**config.mk**
```make
export PLATFORM = sky130hd
export DESIGN_NAME = addsub_arbiter
export DESIGN_NICKNAME = d
export VERILOG_FILES = /design/src/rtl/addsub_pkg.sv /design/src/rtl/rr_arbiter2.sv /design/src/rtl/addsub_arbiter.sv
export SDC_FILE = /design/constraint.sdc
export NUM_CORES = 1
export LEC_CHECK = 0
export ABC_AREA = 1
export CAP_MARGIN = 20
export CORE_MARGIN = 8
export CORE_UTILIZATION = 45
export CTS_CLUSTER_DIAMETER = 100
export DETAILED_ROUTE_END_ITERATION = 10
export GPL_ROUTABILITY_DRIVEN = 1
export PLACE_DENSITY = 0.81
export SLEW_MARGIN = 20
export SYNTH_ARGS = -nofsm -noshare
export SYNTH_HDL_FRONTEND = slang
export SYNTH_SLANG_ARGS = --single-unit
```
**constraint.sdc**
```tcl
create_clock -name CLOCK_50 -period 2.3 [get_ports CLOCK_50]
set_clock_uncertainty 0.05 [all_clocks]
set_input_delay 0.23 -clock CLOCK_50 [delete_from_list [all_inputs] [get_ports CLOCK_50]]
set_output_delay 0.23 -clock CLOCK_50 [all_outputs]
set_load 0.005 [all_outputs]
```
**src/rtl/addsub_pkg.sv**
```systemverilog
// Shared types and constants for the add/sub arbiter slice.
// Included by the arbiter top and its round-robin grant sub-module.
package addsub_pkg;

    typedef enum logic [1:0] {
        IDLE = 2'd0,
        EXEC = 2'd1,
        RESP = 2'd2
    } state_t;

    localparam int unsigned WIDTH_DEF = 4;
    localparam int unsigned CNT_W_DEF = 8;

    localparam logic REQ0 = 1'b0;
    localparam logic REQ1 = 1'b1;

endpackage

```
**src/rtl/rr_arbiter2.sv**
```systemverilog
// Two-way round-robin grant: combinational pick from the valids, with the
// last winner remembered so that a tie goes to the other requester.
module rr_arbiter2
    import addsub_pkg::*;
(
    input  logic i_clk,
    input  logic i_rst_n,
    input  logic i_valid0,
    input  logic i_valid1,
    input  logic i_en,
    output logic o_grant0,
    output logic o_grant1,
    output logic o_grant_id
);

    logic r_last_grant;
    logic w_grant_id;

    always_comb begin
        w_grant_id = REQ0;
        if (i_valid0 && i_valid1) begin
            w_grant_id = ~r_last_grant;
        end else if (i_valid1) begin
            w_grant_id = REQ1;
        end
    end

    assign o_grant0   = i_valid0 && (w_grant_id == REQ0);
    assign o_grant1   = i_valid1 && (w_grant_id == REQ1);
    assign o_grant_id = w_grant_id;

    // Starting at REQ1 makes requester 0 win the first tie after reset.
    always_ff @(posedge i_clk or negedge i_rst_n) begin
        if (!i_rst_n) begin
            r_last_grant <= REQ1;
        end else if (i_en) begin
            r_last_grant <= w_grant_id;
        end
    end

endmodule

```
**src/rtl/addsub_arbiter.sv**
```systemverilog
// Shares one external add/sub datapath between two valid/ready requesters:
// grant, drive registered operands for one cycle, capture and return result.
module addsub_arbiter
    import addsub_pkg::*;
#(
    parameter int unsigned WIDTH = WIDTH_DEF,
    parameter int unsigned CNT_W = CNT_W_DEF
) (
    input  logic             CLOCK_50,
    input  logic             RESET_N,

    input  logic             req0_valid,
    input  logic [WIDTH-1:0] req0_a,
    input  logic [WIDTH-1:0] req0_b,
    input  logic             req0_sub,
    output logic             req0_ready,
    output logic             rsp0_valid,
    output logic [WIDTH:0]   rsp0_result,
    input  logic             rsp0_ready,

    input  logic             req1_valid,
    input  logic [WIDTH-1:0] req1_a,
    input  logic [WIDTH-1:0] req1_b,
    input  logic             req1_sub,
    output logic             req1_ready,
    output logic             rsp1_valid,
    output logic [WIDTH:0]   rsp1_result,
    input  logic             rsp1_ready,

    output logic [WIDTH-1:0] au_a,
    output logic [WIDTH-1:0] au_b,
    output logic             au_sub,
    input  logic [WIDTH:0]   au_result,

    output logic             busy,
    output logic             grant_id,
    output logic [CNT_W-1:0] op_count
);

    state_t           r_state;
    logic [WIDTH-1:0] r_au_a;
    logic [WIDTH-1:0] r_au_b;
    logic             r_au_sub;
    logic [WIDTH:0]   r_result;
    logic             r_rsp0_valid;
    logic             r_rsp1_valid;
    logic             r_grant_id;
    logic [CNT_W-1:0] r_op_count;

    logic w_idle;
    logic w_grant0;
    logic w_grant1;
    logic w_gid;
    logic w_accept;
    logic w_rsp_done;

    assign w_idle = (r_state == IDLE);

    rr_arbiter2 u_rr (
        .i_clk      (CLOCK_50),
        .i_rst_n    (RESET_N),
        .i_valid0   (req0_valid),
        .i_valid1   (req1_valid),
        .i_en       (w_accept),
        .o_grant0   (w_grant0),
        .o_grant1   (w_grant1),
        .o_grant_id (w_gid)
    );

    assign req0_ready = w_idle && w_grant0;
    assign req1_ready = w_idle && w_grant1;
    assign w_accept   = req0_ready || req1_ready;
    assign w_rsp_done = (r_state == RESP) &&
                        ((r_grant_id == REQ1) ? rsp1_ready : rsp0_ready);

    assign au_a     = r_au_a;
    assign au_b     = r_au_b;
    assign au_sub   = r_au_sub;
    assign busy     = !w_idle;
    assign grant_id = r_grant_id;
    assign op_count = r_op_count;

    // Result is only exposed on the side currently holding a valid response.
    assign rsp0_valid  = r_rsp0_valid;
    assign rsp1_valid  = r_rsp1_valid;
    assign rsp0_result = r_rsp0_valid ? r_result : '0;
    assign rsp1_result = r_rsp1_valid ? r_result : '0;

    always_ff @(posedge CLOCK_50 or negedge RESET_N) begin
        if (!RESET_N) begin
            r_state      <= IDLE;
            r_au_a       <= '0;
            r_au_b       <= '0;
            r_au_sub     <= 1'b0;
            r_result     <= '0;
            r_rsp0_valid <= 1'b0;
            r_rsp1_valid <= 1'b0;
            r_grant_id   <= REQ0;
            r_op_count   <= '0;
        end else begin
            case (r_state)
                IDLE: begin
                    if (w_accept) begin
                        r_au_a     <= (w_gid == REQ1) ? req1_a   : req0_a;
                        r_au_b     <= (w_gid == REQ1) ? req1_b   : req0_b;
                        r_au_sub   <= (w_gid == REQ1) ? req1_sub : req0_sub;
                        r_grant_id <= w_gid;
                        r_state    <= EXEC;
                    end
                end
                EXEC: begin
                    r_result     <= au_result;
                    r_rsp0_valid <= (r_grant_id == REQ0);
                    r_rsp1_valid <= (r_grant_id == REQ1);
                    r_state      <= RESP;
                end
                RESP: begin
                    if (w_rsp_done) begin
                        r_rsp0_valid <= 1'b0;
                        r_rsp1_valid <= 1'b0;
                        r_op_count   <= r_op_count + CNT_W'(1);
                        r_state      <= IDLE;
                    end
                end
                default: begin
                    r_state <= IDLE;
                end
            endcase
        end
    end

endmodule

```
==> results.cfg <==
[status]
status = completed

[power_and_ir_drop]
p_leak_nw = 1.10
switching_share = 0.369
switching_power_mw = 0.872
finalPower_mw = 2.36
power.density_nw_per_um2 = 1100
vdd_drop_max_mv = 0.519
p_comb_frac = 0.519
p_clk_frac = 0.098
power.internal_mw = 1.49
seqPwrFrac = 0.382

[grt]
grt_use_total = 0.138
antenna_found_initial = 0
grt-ovfl-total = 0
grt_max_degree = 29
grt_pass1_wl_mm = 5.91
grt_pass1_vias = 1360

[yosys]
netlist_top_cells_area = dfrtp_1 46%, nand2_1 22%, inv_1 5.4%, nand3_1 5.1%, mux2_2 3.8%
muxShareOfSynthArea = 0.0382
synth-seq-area-share = 0.477
synthXorXnorAreaFrac = 0.0178
ys_ff_latch = 28
synth_top_area_cell = dfrtp_1
synthSimpleGateAreaFrac = 0.355
yosysWarnings = 0
synth_top_family_by_area = simple AND/OR/NAND/NOR gates
synth_compound_area_frac = 0.0170
synth_cells = 190
synth_adder_area_share = 0.00850
netlist.area_leader.share = 0.459
synth.distinct_cells = 21
synth.avg_cell_area_sq_um = 7.75
synth_fp_nets = 220
syn_area_sq_um = 1470

[sta]
timing.fmax_mhz = 467
relSlewSlack = 0.768
finalCritPeriodShare = 0.932
period_minus_slack_ps = 2140
tightest_slew_ps = 348
hold_viol = 0
rsz0062_at_grt = false
fin_setup_tns_ps = 0
slew_viol_final = 0
setup_viol = 0

[route]
wl_per_cell_um = 11.9
first_iter_violations = 76
drtAntennaViolNets = 0
routed_wl_mm = 3.53
met3_length_um = 416
vias = 1358
drc = 0
wl_met2_mm = 1.58
wl_met1_mm = 1.49
firstDrtPassIters = 4
top_layer = met4
viasPerCell = 4.57

[final_layout]
layout_commonest_cell = nand2_1
finalNetCount = 284
diodes = 0
final_cell_mix = 88 x nand2_1, 61 x clkdlybuf4s50_1, 27 x dfrtp_1
synthToLayoutAreaGrowth_pct = 46.6
finalCoreUtilization = 0.701
drive_above_1_share = 0.107

[critical_path]
reg2reg_from = u_rr.r_last_grant
cp_max_fo = 11
r2r_cells = 8
startpoint = u_rr.r_last_grant
slowest_delay_ps = 570
worstPathCellList = nand2_2 -> nand2_4 -> inv_2 -> nor2_1 -> clkdlybuf4s50_1
cp-endpoint = req0_ready
critPathLaunchType = register
cp-end-kind = output port
path_class = reg2out
worstPathRequired_ps = 2020
r2r-end = au_a[1]
crit_arrival_ps = 1860
worst_path_max_delay_cell = dfstp_2
r2r_slack_ps = 770

[cts]
numCtsBuffers = 3
cts_tree = yes
cts_num_sinks = 28
clk_pin_slew_worst_paths_ps = 150
ctsLongestPathBuffers = 2
htreeDepth = 1
cts_root_buf = clkbuf_4
ctsHoldBuffers = 0
post_cts_buffers = 0
clk_latency_ps = 320
cts.repair.resized = 0

[flow_run]
maxCapViolations = 0

[die]
die-width_um = 73.2
die_h_um = 73.2
rows = 20
ios = 62
start_util = 0.478
core_sq_um = 3080
fp.dieArea_sq_um = 5360

[place]
io_buffers = 61
dp_hpwl_mm = 2.89
routabilityCongestion = 0.784

[hold_path]
hold_path_class = in2async
[power groups by stage]
stage | registers [mW] | clock network [mW] | logic [mW]
4_1_cts | 0.900 | 0.244 | 1.25
6_report | 0.903 | 0.233 | 1.23
5_1_grt | 0.939 | 0.261 | 1.37
2_1_floorplan | 0.886 | 0 | 0.605
3_3_place_gp | 0.899 | 0 | 1.22
3_5_place_dp | 0.908 | 0 | 1.24
[cell usage after synthesis, drive strengths merged]
master,number
a21oi,2
buf,4
dfrtp,27
dfstp,1
ha,1
inv,23
mux2,5
nand2,97
nand3,15
nand4,1
nor2,8
o21ai,3
xnor2,2
xor2,1
[how the worst min path moves through the flow]
stage | start | to | slack [ps] | cells past startpoint
after floorplan | RESET_N | au_a[0] | -120 | 0
after global placement | u_rr.r_last_grant | u_rr.r_last_grant | 420 | 2
after detailed placement | u_rr.r_last_grant | u_rr.r_last_grant | 430 | 2
after CTS | RESET_N | op_count[6] | 210 | 2
after global routing | RESET_N | op_count[6] | 230 | 2
final | RESET_N | op_count[2] | 210 | 2
[state kept, by name (all words and copies together) (netlist names)]
register / flops
rsp0_valid: 1
r_state: 2
r_result: 5
au_sub: 1
au_a: 4
u_rr.r_last_grant: 1
au_b: 4
op_count: 8
grant_id: 1
rsp1_valid: 1
[per-layer routing]
layer,vias up,global-route usage
met2,51,0.229
met4,0,0.0489
met3,4,0.0563
met5,-,0
met1,599,0.155
li1,704,-
[critical path, delay by kind of cell, from the launching register on]
| kind | cells | cell delay, ps |
|---|---|---|
| flops | 1 | 570 |
| simple gates | 3 | 320 |
| buf+inv | 2 | 650 |
[layout make-up]
type / count / area, sq um
repair buffers: 63 / 626
multi-input cells: 135 / 653
fillers: 268 / 920
clock buffers: 4 / 36.3
flip-flops and latches: 28 / 702
inverters: 23 / 86.3
well taps: 44 / 55.1
[metrics by stage]
stage	area [sq um]	worst slack (ps)	std cells	hold slack, ps
6_report	2160	157	297	207
5_1_grt	2160	39.7	297	232
4_1_cts	2150	33.7	297	207
3_5_place_dp	2110	299	293	429
3_3_place_gp	2110	348	293	423
2_1_floorplan	1470	1050	190	-116
[cell families after synthesis]
logic type      Yosys count
compound gates            5
xor+xnor                  3
fa+ha+maj                 1
buf+inv                  27
flops                    28
mux                       5
simple gates            121
Power figures use the tool's default switching activity.
